===== src/rtl/fifo_seq_pkg.sv =====
// Shared types and constants for the FIFO sequencing controller and its read-back checker.
package fifo_seq_pkg;

  typedef enum logic [2:0] {
    S_IDLE,
    S_CLR,
    S_FILL,
    S_DRAIN,
    S_FLUSH,
    S_DONE
  } state_t;

  localparam int CNT_W = 16;
  localparam int ERR_CNT_W = 8;
  localparam logic [ERR_CNT_W-1:0] ERR_CNT_MAX = 8'd255;

endpackage


===== src/rtl/fifo_seq_ctrl_checker.sv =====
// Read-back checker: delays rdreq by the FIFO read latency and compares q against
// the expected incrementing pattern.
module seq_checker
  import fifo_seq_pkg::*;
#(
  parameter int DW = 8
) (
  input  logic                 clk,
  input  logic                 rst,
  input  logic                 clr,
  input  logic                 rdreq,
  input  logic [DW-1:0]        q,
  output logic                 err,
  output logic [ERR_CNT_W-1:0] err_cnt
);

  logic             vld_p1;
  logic [CNT_W-1:0] rd_exp_p1;

  function automatic logic [ERR_CNT_W-1:0] sat_inc(input logic [ERR_CNT_W-1:0] v);
    return (v == ERR_CNT_MAX) ? v : v + 1'b1;
  endfunction

  always_ff @(posedge clk) begin
    if (rst || clr) begin
      vld_p1    <= 1'b0;
      rd_exp_p1 <= '0;
      err       <= 1'b0;
      err_cnt   <= '0;
    end else begin
      // p1: q is valid for the read requested one cycle earlier
      vld_p1 <= rdreq;
      if (vld_p1) begin
        rd_exp_p1 <= rd_exp_p1 + 1'b1;
        if (q != rd_exp_p1[DW-1:0]) begin
          err     <= 1'b1;
          err_cnt <= sat_inc(err_cnt);
        end
      end
    end
  end

endmodule


===== src/rtl/fifo_seq_ctrl.sv =====
// Sequencing controller: clears a FIFO, fills it in watermark-bounded bursts with an
// incrementing pattern, drains it in bursts, and checks every word read back.
module fifo_seq_ctrl
  import fifo_seq_pkg::*;
#(
  parameter int DW    = 8,
  parameter int AW    = 8,
  parameter int TOTAL = 1000,
  parameter int HI_WM = 200,
  parameter int LO_WM = 50
) (
  input  logic                 clk,
  input  logic                 rst,
  input  logic                 start,
  input  logic                 full,
  input  logic                 empty,
  input  logic [DW-1:0]        q,
  output logic                 sclr,
  output logic                 wrreq,
  output logic [DW-1:0]        data,
  output logic                 rdreq,
  output logic                 busy,
  output logic                 done,
  output logic                 err,
  output logic [ERR_CNT_W-1:0] err_cnt,
  output logic                 proto_err
);

  localparam logic [CNT_W-1:0] TOTAL_C = CNT_W'(TOTAL);
  localparam logic [CNT_W-1:0] HI_C    = CNT_W'(HI_WM);
  localparam logic [CNT_W-1:0] LO_C    = CNT_W'(LO_WM);

  state_t           state;
  logic [CNT_W-1:0] wr_cnt;
  logic [CNT_W-1:0] left;
  logic [AW:0]      occ;
  logic [CNT_W-1:0] occ_w;
  logic [CNT_W-1:0] fill_len;
  logic [CNT_W-1:0] drain_len;
  logic             run_clr;

  // occ already accounts for every request issued so far, so burst lengths
  // computed here are valid at the edge that issues the first request of a burst.
  always_comb begin
    occ_w     = CNT_W'(occ);
    fill_len  = ((HI_C - occ_w) < (TOTAL_C - wr_cnt)) ? (HI_C - occ_w) : (TOTAL_C - wr_cnt);
    drain_len = occ_w - LO_C;
    run_clr   = (state == S_IDLE) && start;
  end

  always_ff @(posedge clk) begin
    if (rst) begin
      state     <= S_IDLE;
      sclr      <= 1'b0;
      wrreq     <= 1'b0;
      rdreq     <= 1'b0;
      data      <= '0;
      busy      <= 1'b0;
      done      <= 1'b0;
      proto_err <= 1'b0;
      wr_cnt    <= '0;
      left      <= '0;
      occ       <= '0;
    end else begin
      sclr <= 1'b0;
      done <= 1'b0;
      if ((wrreq && full) || (rdreq && empty)) proto_err <= 1'b1;
      case (state)
        S_IDLE: begin
          if (start) begin
            state     <= S_CLR;
            sclr      <= 1'b1;
            busy      <= 1'b1;
            wr_cnt    <= '0;
            occ       <= '0;
            left      <= '0;
            proto_err <= 1'b0;
          end
        end
        S_CLR: begin
          state  <= S_FILL;
          wrreq  <= 1'b1;
          data   <= wr_cnt[DW-1:0];
          wr_cnt <= wr_cnt + 1'b1;
          occ    <= occ + 1'b1;
          left   <= fill_len - 1'b1;
        end
        S_FILL: begin
          if (left != '0) begin
            data   <= wr_cnt[DW-1:0];
            wr_cnt <= wr_cnt + 1'b1;
            occ    <= occ + 1'b1;
            left   <= left - 1'b1;
          end else begin
            state <= (wr_cnt < TOTAL_C) ? S_DRAIN : S_FLUSH;
            wrreq <= 1'b0;
            rdreq <= 1'b1;
            occ   <= occ - 1'b1;
            left  <= (wr_cnt < TOTAL_C) ? drain_len - 1'b1 : occ_w - 1'b1;
          end
        end
        S_DRAIN: begin
          if (left != '0) begin
            occ  <= occ - 1'b1;
            left <= left - 1'b1;
          end else begin
            state  <= S_FILL;
            rdreq  <= 1'b0;
            wrreq  <= 1'b1;
            data   <= wr_cnt[DW-1:0];
            wr_cnt <= wr_cnt + 1'b1;
            occ    <= occ + 1'b1;
            left   <= fill_len - 1'b1;
          end
        end
        S_FLUSH: begin
          // After the last read, wait one cycle for its word to be checked.
          if (rdreq) begin
            if (left != '0) begin
              occ  <= occ - 1'b1;
              left <= left - 1'b1;
            end else begin
              rdreq <= 1'b0;
            end
          end else begin
            state <= S_DONE;
            done  <= 1'b1;
          end
        end
        S_DONE: begin
          state <= S_IDLE;
          busy  <= 1'b0;
        end
        default: state <= S_IDLE;
      endcase
    end
  end

  seq_checker #(
    .DW(DW)
  ) u_chk (
    .clk    (clk),
    .rst    (rst),
    .clr    (run_clr),
    .rdreq  (rdreq),
    .q      (q),
    .err    (err),
    .err_cnt(err_cnt)
  );

endmodule


===== config.mk =====
export PLATFORM = sky130hd
export DESIGN_NAME = fifo_seq_ctrl
export DESIGN_NICKNAME = d
export VERILOG_FILES = /design/src/rtl/fifo_seq_pkg.sv /design/src/rtl/fifo_seq_ctrl_checker.sv /design/src/rtl/fifo_seq_ctrl.sv
export SDC_FILE = /design/constraint.sdc
export NUM_CORES = 1
export LEC_CHECK = 0
export BUFFER_PORTS_ARGS = -buffer_cell sky130_fd_sc_hd__buf_2
export CELL_PAD_IN_SITES_DETAIL_PLACEMENT = 1
export CELL_PAD_IN_SITES_GLOBAL_PLACEMENT = 1
export CORE_ASPECT_RATIO = 1.4
export CORE_MARGIN = 2
export CORE_UTILIZATION = 35
export CTS_CLUSTER_SIZE = 40
export DETAILED_ROUTE_END_ITERATION = 12
export PLACE_DENSITY_LB_ADDON = 0.1
export SLEW_MARGIN = 20
export SYNTH_ARGS = -nofsm -noshare
export SYNTH_HDL_FRONTEND = slang
export SYNTH_SLANG_ARGS = --single-unit
export TNS_END_PERCENT = 100

===== constraint.sdc =====
create_clock -name clk -period 5.5 [get_ports clk]
set_clock_uncertainty 0.05 [all_clocks]
set_input_delay 0.825 -clock clk [delete_from_list [all_inputs] [get_ports clk]]
set_output_delay 0.825 -clock clk [all_outputs]
set_load 0.01 [all_outputs]

Yosys cells after proc, flatten, opt, wreduce, memory -nomap -nowiden
Cells that the tools add are included.
{"block": "word_totals", "reg_bits": 84, "input_bits": 13, "out_inout_bits": 23}
{"block": "op_classes", "muxes": 39, "eq_ne": 14, "order_cmp": 2, "addsub": 12, "n_bitwise": 3, "reduce_logical": 23}
{"cell": "two-way mux 16 bit", "count": 9}
{"cell": "one-hot mux 16 bit (5 select lines)", "count": 1}
{"cell": "one-hot mux 16 bit (4 select lines)", "count": 1}
{"cell": "two-way mux 9 bit", "count": 5}
{"cell": "one-hot mux 9 bit (5 select lines)", "count": 1}
{"cell": "adder 16 x 1 -> 16 bit, second input constant", "count": 2}
{"cell": "subtractor 16 x 1 -> 16 bit, second input constant", "count": 2}
{"cell": "one-hot mux 8 bit (3 select lines)", "count": 1}
{"cell": "< comparator 16 x 10 -> 1 bit, second input constant", "count": 1}
{"cell": "< comparator 16 bit", "count": 1}
{"cell": "two-way mux 8 bit", "count": 2}
{"cell": "nonzero test 16 bit", "count": 1}
{"cell": "subtractor 10 x 16 -> 16 bit, first input constant", "count": 1}
{"cell": "two-way mux 3 bit", "count": 5}
{"cell": "one-hot mux 3 bit (5 select lines)", "count": 1}
{"cell": "!= test 2 bit, second input constant", "count": 7}
{"cell": "AND reduction 3 bit", "count": 4}
{"cell": "AND reduction 4 bit", "count": 3}
{"cell": "subtractor 10 x 2 -> 11 bit, second input constant", "count": 1}
{"cell": "two-way mux 1 bit", "count": 10}
{"cell": "subtractor 8 x 9 -> 10 bit, first input constant", "count": 1}
{"cell": "subtractor 9 x 1 -> 10 bit, second input constant", "count": 1}
{"cell": "subtractor 9 x 6 -> 10 bit, second input constant", "count": 1}
{"cell": "adder 9 x 1 -> 9 bit, second input constant", "count": 1}
{"cell": "19 further kinds", "count": 30}

Depth between registers and ports, before layout
{"block": "logic_depth", "ltp_word": 6, "mapped_depth": 27, "ltp_nobuf": 24}

Hierarchy
From an unflattened synthesis, not the netlist that was laid out.
{"block": "unflattened", "cells_unflattened": 826, "hier_area_um2": 6216.0}
{"module": "fifo_seq_ctrl", "instances": 1, "seq_area_each_um2": 1161.1, "area_per_inst_um2": 5296.3, "cells_per_inst": 724}
{"module": "seq_checker", "instances": 1, "seq_area_each_um2": 360.3, "area_per_inst_um2": 919.6, "cells_per_inst": 102}

Worst setup path after synthesis
OpenSTA, ideal clock, no wires.
{"block": "synth_path", "path_type": "register to register", "startpoint": "reg wr_cnt[0]", "endpoint": "reg left[10]", "t_arrival_ns": 5.132, "path_slack_ns": 0.194, "setup_ns": 0.124, "t_required_ns": 5.326, "path_stages_with_launch": 27, "path_cell_list": "dfxtp_1 -> clkbuf_1 -> inv_1 -> ha_1 -> nand2b_1 -> a21oi_1 -> o21ai_0 -> xor2_1 -> inv_1 -> ha_1 -> nand3_1 -> o221ai_1 -> a41oi_1 -> or4_4 -> o221a_4 -> nand2_4 -> buf_4 -> inv_2 -> a21oi_1 -> ha_1 -> clkbuf_1 -> nand2_1 -> nor3_1 -> a31oi_2 -> or3_1 -> a21oi_1 -> a21oi_1"}
{"block": "synth_between", "elab_chain_len": 6, "elab_cells_between_ends": 9, "classes_between": "add/sub (2); order compare (2); mux (5)"}
{"item": "start: declaration", "line_no": "fifo_seq_ctrl.sv:34", "source": "logic [CNT_W-1:0] wr_cnt;"}
{"item": "start signal: assignment", "line_no": "fifo_seq_ctrl.sv:84", "source": "wr_cnt <= wr_cnt + 1'b1;"}
{"item": "start signal: assignment", "line_no": "fifo_seq_ctrl.sv:91", "source": "wr_cnt <= wr_cnt + 1'b1;"}
{"item": "start signal: assignment", "line_no": "fifo_seq_ctrl.sv:111", "source": "wr_cnt <= wr_cnt + 1'b1;"}
{"item": "subtractor 10 x 16 -> 16 bit", "line_no": "fifo_seq_ctrl.sv:46", "source": "fill_len = ((HI_C - occ_w) < (TOTAL_C - wr_cnt)) ? (HI_C - occ_w) : (TOTAL_C - wr_cnt);"}
{"item": "< comparator 16 bit", "line_no": "fifo_seq_ctrl.sv:46"}
{"item": "two-way mux 16 bit", "line_no": "fifo_seq_ctrl.sv:46"}
{"item": "subtractor 16 x 1 -> 16 bit", "line_no": "fifo_seq_ctrl.sv:86, fifo_seq_ctrl.sv:113"}
{"item": "two-way mux 16 bit", "line_no": "fifo_seq_ctrl.sv:103", "source": "if (left != '0) begin"}
{"item": "one-hot mux 16 bit (5 select lines) (*)", "line_no": "fifo_seq_ctrl.sv:68", "source": "case (state)"}
{"item": "end signal: assignment", "line_no": "fifo_seq_ctrl.sv:86", "source": "left <= fill_len - 1'b1;"}
{"item": "end signal: assignment", "line_no": "fifo_seq_ctrl.sv:105", "source": "left <= left - 1'b1;"}
{"item": "end signal: assignment", "line_no": "fifo_seq_ctrl.sv:113", "source": "left <= fill_len - 1'b1;"}
{"item": "end: declaration", "line_no": "fifo_seq_ctrl.sv:35", "source": "logic [CNT_W-1:0] left;"}
Mark *: on every way between the ends. The rest lies on a longest branch, timed or not.
A chain may end at the register's enable or synchronous reset.

Worst setup path in the final report
{"block": "layout_path", "startpoint": "reg occ[0]", "endpoint": "reg left[10]"}
{"block": "layout_between", "elab_chain_len": 6, "elab_cells_between_ends": 11, "classes_between": "add/sub (5); order compare (1); mux (5)"}
{"item": "start: declaration", "line_no": "fifo_seq_ctrl.sv:36", "source": "logic [AW:0] occ;"}
{"item": "start signal: assignment", "line_no": "fifo_seq_ctrl.sv:85", "source": "occ <= occ + 1'b1;"}
{"item": "start signal: assignment", "line_no": "fifo_seq_ctrl.sv:92", "source": "occ <= occ + 1'b1;"}
{"item": "start signal: assignment", "line_no": "fifo_seq_ctrl.sv:98", "source": "occ <= occ - 1'b1;"}
{"item": "subtractor 8 x 9 -> 10 bit", "line_no": "fifo_seq_ctrl.sv:46"}
{"item": "< comparator 16 bit", "line_no": "fifo_seq_ctrl.sv:46"}
{"item": "two-way mux 16 bit", "line_no": "fifo_seq_ctrl.sv:46"}
{"item": "subtractor 16 x 1 -> 16 bit", "line_no": "fifo_seq_ctrl.sv:86, fifo_seq_ctrl.sv:113"}
{"item": "two-way mux 16 bit", "line_no": "fifo_seq_ctrl.sv:103"}
{"item": "one-hot mux 16 bit (5 select lines) (*)", "line_no": "fifo_seq_ctrl.sv:68"}
Marks and branches as above.

==> impl_metrics.py <==
metrics = {
    "grt": {
        "overflow": 0,
        "grt_pass1_vias": 6634,
        "track_usage_pct": 23.6,
        "grt_max_degree": 45,
        "antenna_found_initial": 0,
        "grt_pass1_wl_um": 35900,
    },
    "clock_tree": {
        "cts_tree": "done",
        "clock_sinks": 76,
        "cts_root_buf": "clkbuf_16",
        "cts.clk_slew.worst_paths_ps": 80,
        "insertion_delay_ps": 360,
        "cts_buffers": 9,
        "ctsLongestPathBuffers": 2,
        "htree_levels": 3,
    },
    "synth": {
        "synth_area_um2": 6330,
        "ys_ff_latch": 76,
        "yosysTopAreaCellShare_pct": 24.0,
        "ys_seq_area_share_pct": 24.0,
        "ys_top_cells_by_count": "105 x nor2_1, 96 x nand2_1, 76 x dfxtp_1, 65 x a21oi_1, 44 x xnor2_1",
        "synth_most_common_cell": "nor2_1",
        "synth_edf_count": 0,
        "synth_ff_type": "dfxtp_1",
        "synth_cells": 867,
        "synth_cell_type_count": 86,
        "yosysWarnings": 0,
        "synth.area.top_cells": "dfxtp_1 24%, nor2_1 6.2%, xnor2_1 6.1%",
        "avgSynthCellArea_um2": 7.31,
        "synthArstFlopShare_pct": 0,
        "yosysTopAreaCell": "dfxtp_1",
        "syn-num-nets": 906,
    },
    "critical_path": {
        "crit_arrival_ps": 5290,
        "r2r_start": "occ[0]",
        "cp.required_ps": 5700,
        "cp-start-kind": "flip-flop",
        "reg2reg_to": "left[10]",
        "end_kind": "flip-flop",
        "r2r.worst_path.cells": 22,
        "crit_type": "flip-flop to flip-flop",
        "critPathMaxFanout": 19,
        "ff2ff_setup_slack_ps": 410,
    },
    "timing": {
        "period_share_pct": 92.6,
        "setup_slack_ps": 409,
        "fmax_mhz": 196,
        "tightest_slew_ps": 987,
        "setup_viol": 0,
        "min_period_ps": 5090,
        "slew_viol_final": 0,
        "slew_headroom_pct": 34.0,
        "final-hold-violation-count": 0,
        "rsz0062_at_grt": "false",
    },
    "final_layout": {
        "layout-drive-gt1-share_pct": 12.3,
        "n_antenna_cell": 0,
        "synthToLayoutAreaGrowth_pct": 12.4,
        "nets": 929,
        "fin_area_um2": 7120,
    },
    "power": {
        "peakVddDrop_mv": 0.230,
        "p_leak_nw": 2.69,
        "power_density_nw_per_um2": 621,
    },
    "placement": {
        "io_buffers": 35,
        "dpl_cell_area_um2": 6780,
        "dp_slack_ps": -11.4,
        "hpwlAfterDp_um": 17500,
        "gp_congestion": 0.872,
    },
    "floorplan": {
        "initial_utilization_pct": 35.5,
        "io_pins": 36,
        "die_x_um": 118,
        "die_y_um": 163,
        "rows": 58,
        "coreArea_um2": 17900,
        "dieArea_um2": 19200,
    },
    "route": {
        "ant_nets": 0,
        "drt_first_iter_violations": 380,
        "viasPerCell": 5.77,
        "drc_errors": 0,
        "vias": 6550,
        "avgRoutedWirePerCell_um": 19.9,
        "routed_wl_um": 22600,
        "dr.pass1.iters": 5,
    },
    "hold_path": {
        "min_to": "data[4]",
        "min_path_cells": 2,
        "hp-class": "flip-flop to flip-flop",
        "hold_start": "data[4]",
    },
    "flow_run": {
        "drv_cap": 0,
    },
    "run_status": {
        "status": "completed",
    },
}
## report_power, final
part / internal, mW / switching [mW]
clock network: 0.326 / 0.288
registers: 0.639 / 0.162
logic: 1.03 / 1.98
## state kept, by name, summed over array words and instances, names as in the netlist
signal	cells
sclr	1
wrreq	1
u_chk.err	1
u_chk.vld_p1	1
u_chk.err_cnt	8
busy	1
wr_cnt	16
proto_err	1
done	1
left	16
u_chk.rd_exp_p1	8
rdreq	1
data	8
occ	9
state	3
## through the flow
step	setup TNS (ps)	cells	total power, mW	hold slack [ps]	utilization [%]
finish	0	1135	4.43	400	39.9
detailed placement	-11.4	1117	3.79	390	38.0
global placement	0	1117	3.73	381	38.0
CTS	0	1133	4.42	400	39.6
floorplan	0	867	2.82	396	-
global route	0	1135	4.77	431	39.9
## placed cells by master (no fill, tap or decap), types with 9 or more instances in the layout
| cell type | instances |
|---|---|
| xor2_1 | 30 |
| nand3_1 | 26 |
| a31oi_1 | 11 |
| o22ai_1 | 10 |
| xnor2_1 | 44 |
| inv_1 | 25 |
| ha_1 | 26 |
| o21ai_0 | 39 |
| nor2_1 | 105 |
| clkbuf_16 | 9 |
| nand2b_1 | 15 |
| or3_1 | 11 |
| nand4_1 | 10 |
| buf_2 | 35 |
| buf_4 | 27 |
| nor4_1 | 11 |
| nand2_1 | 96 |
| dfxtp_1 | 74 |
| o21ai_1 | 9 |
| nor3_1 | 41 |
| nor2b_1 | 11 |
| mux2i_1 | 10 |
| a21oi_1 | 63 |
## layer usage
metal	wire, µm	GRT usage (%)
met5	0	0
met4	792	9.80
met3	536	2.62
met2	12200	45.9
met1	9080	25.6
## worst max-delay path, cell delays in order, from the launching register on
cell and delay [ps]:
dfxtp_1 340, inv_1 160, ha_1 280, nand2b_1 180, a21boi_0 320, xnor2_1 270, inv_1 160, ha_1 250
a211oi_1 290, o221ai_1 160, a41oi_1 220, or4_4 190, o221a_4 270, nand2_8 130, a21oi_2 330, ha_1 230
buf_4 160, nand2_1 70, nor3_1 180, a31oi_2 110, or3_1 390, a21oi_1 160, a21oi_1 80
## cell families (layout without fill, tap and decap cells)
family	count (synthesis)	in the layout	synth area share, %
multiplexers	11	11	1.76
XOR/XNOR	74	74	10.2
buffers and inverters	78	106	5.04
adder cells (fa/ha/maj)	28	28	5.45
AO/OA/AOI/OAI	237	237	25.7
flip-flops	76	76	24.0
AND/OR/NAND/NOR	363	363	27.8
## final cells by class
type	instances	area, µm²
fillers	2274	10700
flip-flops and latches	76	1520
repair buffers	62	378
clock buffers	10	239
clock inverters	6	50.0
inverters	28	105
well taps	240	300
multi-input cells	713	4530
## timing repair
| action | CTS | global route |
|---|---|---|
| endpoints found under the setup margin | 2 | 6 |
| resized for setup | 1 | 9 |
| pin swaps | 0 | 1 |
| hold buffers | 0 | 0 |
| buffers inserted | 0 | 2 |
## worst max path at each step
stage,startpoint,end,slack [ps],cells after the start
3_3_place_gp,wr_cnt[1],left[10],190,24
3_5_place_dp,wr_cnt[1],left[10],-10,23
4_1_cts,wr_cnt[7],left[10],100,21
5_1_grt,occ[2],left[10],30,23
6_report,occ[0],left[10],410,22
2_1_floorplan,wr_cnt[0],left[10],190,26
(Power assumes the default switching activity.)
